**src/rtl/dsp_pkg.sv**
```systemverilog
// ============================================================================
//  Module      : dsp_pkg
//  Description : Shared widths, default constants and legal string-parameter
//                values for the DSP slice output stage.
//  Revision    : 1.0 - initial release
// ============================================================================
`default_nettype none

package dsp_pkg;

    localparam int P_W     = 48;
    localparam int CARRY_W = 4;
    localparam int C_W     = 48;

    localparam logic [P_W-1:0] DEFAULT_MASK = 48'h3FFF_FFFF_FFFF;

    // USE_PATTERN_DETECT
    localparam string PATDET_ON      = "PATDET";
    localparam string PATDET_OFF     = "NO_PATDET";
    // SEL_PATTERN / SEL_MASK
    localparam string SEL_FROM_C     = "C";
    localparam string SEL_PAT_STATIC = "PATTERN";
    localparam string SEL_MSK_STATIC = "MASK";
    // AUTORESET_PATDET
    localparam string AR_NONE        = "NO_RESET";
    localparam string AR_MATCH       = "RESET_MATCH";
    localparam string AR_NOT_MATCH   = "RESET_NOT_MATCH";

endpackage : dsp_pkg

`default_nettype wire

```
**src/rtl/dsp_pattern_detect.sv**
```systemverilog
// ============================================================================
//  Module      : dsp_pattern_detect
//  Description : Combinational masked compare of a value against a pattern
//                and its inverse. A mask bit of 1 excludes that bit.
//  Revision    : 1.0 - initial release
// ============================================================================
`default_nettype none

module dsp_pattern_detect
    import dsp_pkg::*;
(
    input  logic [P_W-1:0] i_value,
    input  logic [P_W-1:0] i_pattern,
    input  logic [P_W-1:0] i_mask,
    output logic           o_pd,
    output logic           o_pbd
);

    logic [P_W-1:0] w_diff;

    assign w_diff = i_value ^ i_pattern;
    assign o_pd   = &(~w_diff | i_mask);
    assign o_pbd  = &(w_diff | i_mask);

endmodule : dsp_pattern_detect

`default_nettype wire

```
**src/rtl/p_out_reg.sv**
```systemverilog
// ============================================================================
//  Module      : p_out_reg
//  Description : DSP slice P output stage: P/CARRYOUT register, PCOUT cascade,
//                pattern detect, auto-reset and overflow/underflow flags.
//                Optional macro DSP_P_OVF_UNF_EN builds the overflow/underflow
//                history registers; without it OVERFLOW/UNDERFLOW are 0.
//  Revision    : 1.0 - initial release
// ============================================================================
`default_nettype none

module p_out_reg
    import dsp_pkg::*;
#(
    parameter int             PREG               = 1,
    parameter string          USE_PATTERN_DETECT = "NO_PATDET",
    parameter logic [P_W-1:0] PATTERN            = '0,
    parameter logic [P_W-1:0] MASK               = DEFAULT_MASK,
    parameter string          SEL_PATTERN        = "PATTERN",
    parameter string          SEL_MASK           = "MASK",
    parameter string          AUTORESET_PATDET   = "NO_RESET"
) (
    input  logic               clk,
    input  logic               RSTP,
    input  logic               CEP,
    input  logic [P_W-1:0]     ALU_OUT,
    input  logic [CARRY_W-1:0] CARRYOUT_IN,
    input  logic [C_W-1:0]     C,
    output logic [P_W-1:0]     P,
    output logic [P_W-1:0]     PCOUT,
    output logic [CARRY_W-1:0] CARRYOUT,
    output logic               PATTERNDETECT,
    output logic               PATTERNBDETECT,
    output logic               OVERFLOW,
    output logic               UNDERFLOW
);

    localparam bit c_patdet_en    = (USE_PATTERN_DETECT == PATDET_ON);
    localparam bit c_ar_match     = c_patdet_en && (AUTORESET_PATDET == AR_MATCH);
    localparam bit c_ar_not_match = c_patdet_en && (AUTORESET_PATDET == AR_NOT_MATCH);

    logic [P_W-1:0] w_pat;
    logic [P_W-1:0] w_msk;
    logic           w_pd_raw;
    logic           w_pbd_raw;
    logic           w_pd_d;
    logic           w_pbd_d;
    logic           w_unused_c;

    assign w_pat      = (SEL_PATTERN == SEL_FROM_C) ? C : PATTERN;
    assign w_msk      = (SEL_MASK == SEL_FROM_C) ? C : MASK;
    assign w_unused_c = ^C;

    dsp_pattern_detect u_detect (
        .i_value   (ALU_OUT),
        .i_pattern (w_pat),
        .i_mask    (w_msk),
        .o_pd      (w_pd_raw),
        .o_pbd     (w_pbd_raw)
    );

    assign w_pd_d  = c_patdet_en & w_pd_raw;
    assign w_pbd_d = c_patdet_en & w_pbd_raw;

    generate
        if (PREG != 0) begin : g_preg
            logic [P_W-1:0]     r_p;
            logic [CARRY_W-1:0] r_carry;
            logic               r_pd;
            logic               r_pbd;
            logic               w_autoreset;

            // Auto-reset looks at the registered flag, i.e. the result already on P.
            assign w_autoreset = (c_ar_match && r_pd) || (c_ar_not_match && !r_pd);

            always_ff @(posedge clk) begin
                if (RSTP) begin
                    r_p     <= '0;
                    r_carry <= '0;
                    r_pd    <= 1'b0;
                    r_pbd   <= 1'b0;
                end else if (CEP) begin
                    if (w_autoreset) begin
                        r_p     <= '0;
                        r_carry <= '0;
                        r_pd    <= 1'b0;
                        r_pbd   <= 1'b0;
                    end else begin
                        r_p     <= ALU_OUT;
                        r_carry <= CARRYOUT_IN;
                        r_pd    <= w_pd_d;
                        r_pbd   <= w_pbd_d;
                    end
                end
            end

`ifdef DSP_P_OVF_UNF_EN
            logic r_pd_past;
            logic r_pbd_past;

            // Both auto-reset and normal load shift the current flags into history.
            always_ff @(posedge clk) begin
                if (RSTP) begin
                    r_pd_past  <= 1'b0;
                    r_pbd_past <= 1'b0;
                end else if (CEP) begin
                    r_pd_past  <= r_pd;
                    r_pbd_past <= r_pbd;
                end
            end

            assign OVERFLOW  = r_pd_past  & ~r_pd & ~r_pbd;
            assign UNDERFLOW = r_pbd_past & ~r_pd & ~r_pbd;
`else
            assign OVERFLOW  = 1'b0;
            assign UNDERFLOW = 1'b0;
`endif

            assign P              = r_p;
            assign CARRYOUT       = r_carry;
            assign PATTERNDETECT  = r_pd;
            assign PATTERNBDETECT = r_pbd;
        end else begin : g_comb
            logic w_unused_ctrl;

            assign w_unused_ctrl  = RSTP ^ CEP ^ clk;
            assign P              = ALU_OUT;
            assign CARRYOUT       = CARRYOUT_IN;
            assign PATTERNDETECT  = w_pd_d;
            assign PATTERNBDETECT = w_pbd_d;
            assign OVERFLOW       = 1'b0;
            assign UNDERFLOW      = 1'b0;
        end
    endgenerate

    assign PCOUT = P;

endmodule : p_out_reg

`default_nettype wire

```
**config.mk**
```make
export PLATFORM = sky130hd
export DESIGN_NAME = p_out_reg
export DESIGN_NICKNAME = d
export VERILOG_FILES = /design/src/rtl/dsp_pkg.sv /design/src/rtl/dsp_pattern_detect.sv /design/src/rtl/p_out_reg.sv
export SDC_FILE = /design/constraint.sdc
export NUM_CORES = 1
export LEC_CHECK = 0
export ABC_AREA = 1
export CAP_MARGIN = 5
export CORE_UTILIZATION = 36
export CTS_BUF_LIST = sky130_fd_sc_hd__clkbuf_8
export DETAILED_ROUTE_END_ITERATION = 16
export PLACE_DENSITY = 0.88
export SLEW_MARGIN = 20
export SYNTH_ARGS = -nofsm -noshare
export SYNTH_HDL_FRONTEND = slang
export SYNTH_HIERARCHICAL = 1
export SYNTH_SLANG_ARGS = --single-unit
```
**constraint.sdc**
```tcl
create_clock -name clk -period 2.6 [get_ports clk]
set_input_delay 0.78 -clock clk [delete_from_list [all_inputs] [get_ports clk]]
set_output_delay 0.78 -clock clk [all_outputs]
set_load 0.005 [all_outputs]
```
## Word-level counts from Yosys, hierarchy flattened

Index checks and enable logic that the tools add are counted.

| cells by class | value |
|---|---|
| add/subtract/negate cells | 0 |
| $mul | 0 |
| divide/modulo/power cells | 0 |
| $lt $le $gt $ge | 0 |
| eq/ne operators | 0 |
| shift-type cells | 0 |
| multiplexer cells | 0 |
| bitwise gates (word level) | 0 |
| reductions and logical operators | 0 |

| storage, ports and cells | value |
|---|---|
| register bits | 52 |
| bits in latches | 0 |
| memory bits (writable) | 0 |
| ROM bits | 0 |
| input port bits | 103 |
| output and inout bits | 104 |
| word-level logic and storage cells | 2 |
| memories kept | 0 |

## Logic depth before layout (Yosys ltp)

Gate-level depths: netlist (run 1).

| depth | value |
|---|---|
| depth after elaboration | 0 |
| depth in mapped cells | 6 |
| gate-level depth less buffers | 4 |

## Least setup slack after synthesis (run 1)

Ideal clock, no wire load.

| timing | value |
|---|---|
| kind | in2reg |
| start point | input CEP |
| end point | register g_preg.r_carry[0] (netlist: CARRYOUT[0]) |
| setup time | 113 ps |
| data arrival time | 1,268 ps |
| data required time | 2,487 ps |
| slack | 1,219 ps |
| cell stages on the path | 5 |
| buffers on the path | 3 |
| cells stage by stage | buf_6 -> buf_6 -> buf_6 -> nor2_1 -> nor2_1 |

RTL lines:

| item | line | text |
|---|---|---|
| from (decl) | p_out_reg.sv:24 | `input logic CEP,` |
| to (signal assigned) | p_out_reg.sv:78 | `r_carry <= '0;` |
| to (signal assigned) | p_out_reg.sv:84 | `r_carry <= '0;` |
| to (signal assigned) | p_out_reg.sv:89 | `r_carry <= CARRYOUT_IN;` |
| to (decl) | p_out_reg.sv:67 | `logic [CARRY_W-1:0] r_carry;` |

## Final worst setup path (run 1)

| timing | value |
|---|---|
| start point | register g_preg.r_p[29] (netlist: P[29]) |
| end point | output P[29] |

RTL lines:

| item | line | text |
|---|---|---|
| from (decl) | p_out_reg.sv:66 | `logic [P_W-1:0] r_p;` |
| from (signal assigned) | p_out_reg.sv:77 | `r_p <= '0;` |
| from (signal assigned) | p_out_reg.sv:83 | `r_p <= '0;` |
| from (signal assigned) | p_out_reg.sv:88 | `r_p <= ALU_OUT;` |
| to (decl) | p_out_reg.sv:28 | `output logic [P_W-1:0] P,` |

No word-level cell between the ends.

==> summary.md, run 1 <==
| Metric | Value |
|---|---|
| PD cells | `474 nW/um2` |
| IO Count | `207` |
| Slew @ Worst Pin | `0.501 ns` |
| Total grt overflow | `0` |
| CTS tree | `yes` |
| First-pass GRT wire length | `8540 um` |
| Final Slew Violations | `0` |
| Final Setup Violations | `0` |
| Setup Fix Bufs, Post-CTS | `0` |
| Top Family by Delay on Critical Path | `buffers and inverters` |
| Fill cells | `647` |
| Leak pwr | `1.85 nW` |
| Core ar. | `6830 um2` |
| Post-Route WL | `5520 um` |
| RSZ-0062 raised after global routing | `false` |
| CP Class | `register to primary output` |
| Mapped Cells | `383` |
| Initial antenna violation count | `0` |
| Status | `complete, no violations` |
| Relative slew slack | `0.666` |
| Register area share after synthesis | `0.409` |
| Largest net degree at the start of global routing | `54` |
| Initial Utilization | `0.373` |
| Clk root buf | `clkbuf_8` |
| Final min period | `1.98 ns` |
| Die width | `86.1 um` |
| Number of synthesized register bits | `52` |
| Peak VDD IR | `0.217 mV` |
| CP Cell Sequence | `clkdlybuf4s50_1` |
| Port-buffer cells | `154` |
| Longest Clk Path Bufs | `2` |
| Crit share post-route | `0.762` |
| Starting DRT DRC Count | `48` |
| Post-route ant nets | `0` |
| Crit path max fanout | `3` |
| CTS Buf Count | `5` |
| Clock transition at path regs | `0.09 ns` |
| Synth-to-layout area growth | `50.2%` |
| Resize count post-CTS | `0` |
| Die H | `86.1 um` |
| Total of max-cap violations | `0` |
| Mapped Area | `2550 um2` |
| Share of cells above drive strength 1 | `0.0229` |
| Cell Rows | `30` |
| Min-Delay Path Class | `register to register` |
| Max incr delay on CP | `0.52 ns` |
| CTS Sinks | `52` |
| DP HPWL | `4220 um` |
| Final nets | `584` |
| Worst setup margin | `0.620 ns` |
| Synthesized area per cell | `6.65 um2` |
| Worst skew pair latency | `0.29 ns` |
| Crit path DAT | `1.20 ns` |
| Max frequency | `505 MHz` |
| Unique cell type count in the Yosys netlist | `10` |
| Setup TNS | `0 ns` |
| Worst Setup End Kind | `primary output` |
| Ant diodes | `0` |
| Syn. warnings | `6` |
| CP required | `1.82 ns` |
| Avg WL per Cell | `9.57 um` |
| Via count | `2312` |
| Drt drc | `0` |
| Die area | `7420 um2` |
| Critical path buffers and inverters | `1` |
| Vias in the first global route | `1944` |
| Slowest stage cell on the critical path | `clkdlybuf4s50_1` |
| Router iterations before antenna repair | `4` |
| Flop2flop setup slack | `1.99 ns` |
| Post-route clock skew | `0 ns` |
| H-tree Lvls | `2` |
| Cts hold-fix bufs | `0` |
| DP Worst Slack | `0.761 ns` |
| Startpoint types | `register` |
| Routability congestion estimate from global placement | `0.744` |
| Avg Vias per Cell | `4.01` |
| All-Layer GR Usage | `0.144` |
| Fin. Hold Viols | `0` |
[cells in the final DEF (no fill, tap or decap), drive strengths merged]
master | netlist | layout
buf | 67 | 4
clkbuf | 2 | 7
clkdlybuf4s50 | 0 | 153
clkinv | 1 | 1
conb | 1 | 4
dfxtp | 52 | 52
inv | 52 | 52
nand2 | 104 | 104
nor2 | 104 | 104
[Yosys cell counts]
cell,n,area share
dfxtp_1,52,0.41
conb_1,1,0.0015
nand2_1,104,0.15
buf_6,8,0.035
clkbuf_1,2,0.0029
clkinv_1,1,0.0015
buf_2,7,0.014
inv_1,52,0.077
nor2_1,104,0.15
buf_4,52,0.15
[power by group]
group | switching [mW] | internal [mW] | total (mW)
Combinational | 0.153 | 0.288 | 0.441
Sequential | 0.0410 | 0.852 | 0.893
Clock | 0.242 | 0.237 | 0.479
[metal layers]
| metal | up-vias | global-route usage | part of all wire |
|---|---|---|---|
| li1 | 1220 | - | - |
| met2 | 98 | 0.265 | 0.50 |
| met4 | 0 | 0.0318 | 0.0034 |
| met1 | 992 | 0.155 | 0.40 |
| met3 | 2 | 0.0539 | 0.094 |
| met5 | - | 0 | 0 |
[worst paths after layout]
kind	to	from	cells after the start
min	CARRYOUT[1]	CARRYOUT[1]	2
max reg2reg	P[29]	P[29]	2
min reg2reg	CARRYOUT[1]	CARRYOUT[1]	2
max	P[29]	P[29]	1
[stage by stage]
stage	hold slack (ns)	utilization	power, mW	std cells	cell area, um2
2_1_floorplan	0.466	-	1.13	386	2560
3_3_place_gp	0.457	0.546	1.34	570	3730
3_5_place_dp	0.470	0.546	1.36	570	3730
4_1_cts	0.483	0.560	1.84	577	3830
5_1_grt	0.508	0.560	1.92	577	3830
6_report	0.480	0.560	1.81	577	3830
[registers in the layout, indices dropped and copies added, names as in the netlist]
name	count
P	48
CARRYOUT	4
[kinds of logic (layout without fill, tap and decap cells)]
family | Yosys count | count (layout) | synth area share
and+or+nand+nor | 208 | 208 | 0.306
buffers and inverters | 122 | 217 | 0.283
DFF | 52 | 52 | 0.409
other | 1 | 4 | 0.00147
[area by class of cell]
type | count | area (um2) | area share
timing repair buffer | 157 | 1570 | 0.411
sequential | 52 | 1040 | 0.272
multi-input combinational | 212 | 796 | 0.208
inverter | 53 | 199 | 0.0520
tap | 96 | 120 | 0.0314
clock buffer | 7 | 96.3 | 0.0252
(Power assumes the default switching activity.)
==> run 2, diff against run 1 <==
--- a/config.mk
+++ b/config.mk
@@ -7,10 +7,10 @@
 export LEC_CHECK = 0
 export ABC_AREA = 1
 export CAP_MARGIN = 5
-export CORE_UTILIZATION = 36
+export CORE_UTILIZATION = 30
 export CTS_BUF_LIST = sky130_fd_sc_hd__clkbuf_8
 export DETAILED_ROUTE_END_ITERATION = 16
-export PLACE_DENSITY = 0.88
+export PLACE_DENSITY = 0.78
 export SLEW_MARGIN = 20
 export SYNTH_ARGS = -nofsm -noshare
 export SYNTH_HDL_FRONTEND = slang
==> constraint.sdc (replaced) <==
create_clock -name clk -period 1.8 [get_ports clk]
set_input_delay 0.54 -clock clk [delete_from_list [all_inputs] [get_ports clk]]
set_output_delay 0.54 -clock clk [all_outputs]
set_load 0.005 [all_outputs]
==> summary.md, run 2 (synthesized netlist as in run 1, its figures left out) <==
| Metric | Value |
|---|---|
| CP Cell Sequence | `clkdlybuf4s50_1 (unchanged)` |
| Critical R2R Launch | `P[23] (was P[29])` |
| RSZ-0062 raised after global routing | `false (unchanged)` |
| Min-Delay Path Class | `register to register (unchanged)` |
| Worst-case reg-to-reg path depth | `2 (unchanged)` |
| Combinational share of power | `0.247 (was 0.243)` |
| Clk root buf | `clkbuf_8 (unchanged)` |
| Total power | `2.60 mW (was 1.81 mW)` |
| IO Count | `207 (unchanged)` |
| Total of max-cap violations | `0 (unchanged)` |
| Post-route ant nets | `0 (unchanged)` |
| Setup Fix Bufs, Post-CTS | `0 (unchanged)` |
| Hold endpoint | `CARRYOUT[2] (was CARRYOUT[1])` |
| Total grt overflow | `0 (unchanged)` |
| Setup TNS | `0 ns (unchanged)` |
| Top Family by Delay on Critical Path | `buffers and inverters (unchanged)` |
| Starting DRT DRC Count | `39 (was 48)` |
| DP HPWL | `4370 um (was 4220 um)` |
| Sw power | `639 uW (was 436 uW)` |
| Cell Rows | `33 (was 30)` |
| PD cells | `672 nW/um2 (was 474 nW/um2)` |
| Final Setup Violations | `0 (unchanged)` |
| Flop2flop setup slack | `1.21 ns (was 1.99 ns)` |
| Worst setup margin | `0.0770 ns (was 0.620 ns)` |
| CTS Sinks | `52 (unchanged)` |
| Most frequent cells in the layout | `151 x clkdlybuf4s50_1, 104 x nor2_1, 104 x nand2_1 (was 153 x clkdlybuf4s50_1, 104 x nor2_1, 104 x nand2_1)` |
| Clock transition at path regs | `0.09 ns (about the same)` |
| H-tree Lvls | `2 (unchanged)` |
| Synth-to-layout area growth | `51.7% (was 50.2%)` |
| Critical path buffers and inverters | `1 (unchanged)` |
| Largest register FFs | `48 (unchanged)` |
| Initial Utilization | `0.310 (was 0.373)` |
| Clk pwr share | `0.254 (was 0.264)` |
| Ant diodes | `0 (unchanged)` |
| Fin. Hold Viols | `0 (unchanged)` |
| Slowest stage cell on the critical path | `clkdlybuf4s50_1 (unchanged)` |
| Crit path max fanout | `3 (unchanged)` |
| Most common cell after layout, fill and taps aside | `clkdlybuf4s50_1 (unchanged)` |
| CTS Buf Count | `5 (unchanged)` |
| Crit share post-route | `0.957` |
| Share of cells above drive strength 1 | `0.0352 (was 0.0229)` |
| Largest net degree at the start of global routing | `53 (was 54)` |
| Initial antenna violation count | `0 (unchanged)` |
| Post-route clock skew | `0 ns (unchanged)` |
| R2R Path End | `P[23] (was P[29])` |
| CP Class | `register to primary output (unchanged)` |
| Post-Route WL | `5700 um (was 5520 um)` |
| Hold Path Origin | `CARRYOUT[2] (was CARRYOUT[1])` |
| Final Instance Area | `3860 um2 (was 3830 um2)` |
| Port-buffer cells | `154 (unchanged)` |
| Startpoint types | `register (unchanged)` |
| First-pass GRT wire length | `9360 um (was 8540 um)` |
| Min Hold Slack | `0.477 ns (was 0.480 ns)` |
| CTS tree | `yes (unchanged)` |
| Worst Setup End Kind | `primary output (unchanged)` |
| Status | `complete, no violations (unchanged)` |
| Sequential power share | `0.499 (was 0.492)` |
| Avg WL per Cell | `9.69 um (was 9.57 um)` |
| All-Layer GR Usage | `0.131 (was 0.144)` |
| Worst hold path cell count | `2 (unchanged)` |
| Die width | `94.2 um (was 86.1 um)` |
| Via count | `2325 (was 2312)` |
| Vias in the first global route | `2190 (was 1944)` |
| Cell Int Power | `1.96 mW (was 1.38 mW)` |
| Final min period | `1.72 ns` |
| Drt drc | `0 (unchanged)` |
| Leak pwr | `1.89 nW (was 1.85 nW)` |
| Area after DPL | `3760 um2 (was 3730 um2)` |
| Router iterations before antenna repair | `4 (unchanged)` |
| Routability congestion estimate from global placement | `0.680 (was 0.744)` |
| Max incr delay on CP | `0.53 ns (was 0.52 ns)` |
| Core ar. | `8220 um2 (was 6830 um2)` |
| DP Worst Slack | `0.203 ns (was 0.761 ns)` |
| Final nets | `585 (was 584)` |
| Peak VDD IR | `0.314 mV (was 0.217 mV)` |
| Max frequency | `580 MHz` |
| Sw Share | `0.246 (was 0.240)` |
| Die H | `94.2 um (was 86.1 um)` |
| Crit path DAT | `1.18 ns (was 1.20 ns)` |
| CP required | `1.26 ns (was 1.82 ns)` |
| Final Slew Violations | `0 (unchanged)` |
| Die area | `8860 um2 (was 7420 um2)` |
| Worst skew pair latency | `0.29 ns (about the same)` |
| Longest Clk Path Bufs | `2 (unchanged)` |
| Avg Vias per Cell | `3.95 (was 4.01)` |
## run 2: cell count changes in the layout (fill, tap and decap cells not counted)
cell             before  now
inv_1                52   54
dfxtp_1              52   46
clkdlybuf4s50_1     153  151
clkbuf_8              7    6
buf_12                1    2
dlymetal6s2s_1        0    2
dfxtp_2               0    6
## run 2: worst max path at each step
stage | slack, ns | endpoint | depth (start not counted) | from
final | 0.08 | P[43] | 1 | P[43]
after global routing | 0.007 | PCOUT[28] | 1 | P[28]
after CTS | 0.02 | PCOUT[11] | 1 | P[11]
after detailed placement | 0.20 | P[34] | 5 | RSTP
after global placement | 0.24 | P[34] | 5 | RSTP
after floorplan | 0.66 | CARRYOUT[0] | 5 | CEP
## run 2: what timing repair did
item,in CTS,in global routing
hold buffers,0,0
gates resized for setup,0,8
setup endpoints to repair,0,13
## run 2: stage by stage
stage / std cells / utilization
2_1_floorplan: 386 / -
3_3_place_gp: 580 / 0.458
3_5_place_dp: 580 / 0.458
4_1_cts: 588 / 0.469
5_1_grt: 588 / 0.470
6_report: 588 / 0.470
## run 2: power by group through the flow
stage / Combinational (mW) / Sequential [mW] / Clock [mW]
floorplan: 0.314 / 1.32 / 0
global placement: 0.637 / 1.31 / 0
detailed placement: 0.649 / 1.32 / 0
CTS: 0.651 / 1.30 / 0.703
global route: 0.716 / 1.31 / 0.759
finish: 0.642 / 1.29 / 0.659
## run 2: final cells by class
| class | count | area [um2] |
|---|---|---|
| clock buffer | 6 | 82.6 |
| sequential | 52 | 1050 |
| fill | 812 | 4350 |
| multi-input combinational | 212 | 796 |
| clock inverter | 2 | 7.51 |
| inverter | 53 | 199 |
| tap | 105 | 131 |
| timing repair buffer | 158 | 1600 |
## run 2: per-layer routing
metal	GRT usage	wire (um)	up-vias
li1	-	-	1220
met1	0.143	2370	998
met2	0.243	2770	103
met3	0.0396	515	4
met4	0.0359	41	0
met5	0	0	-
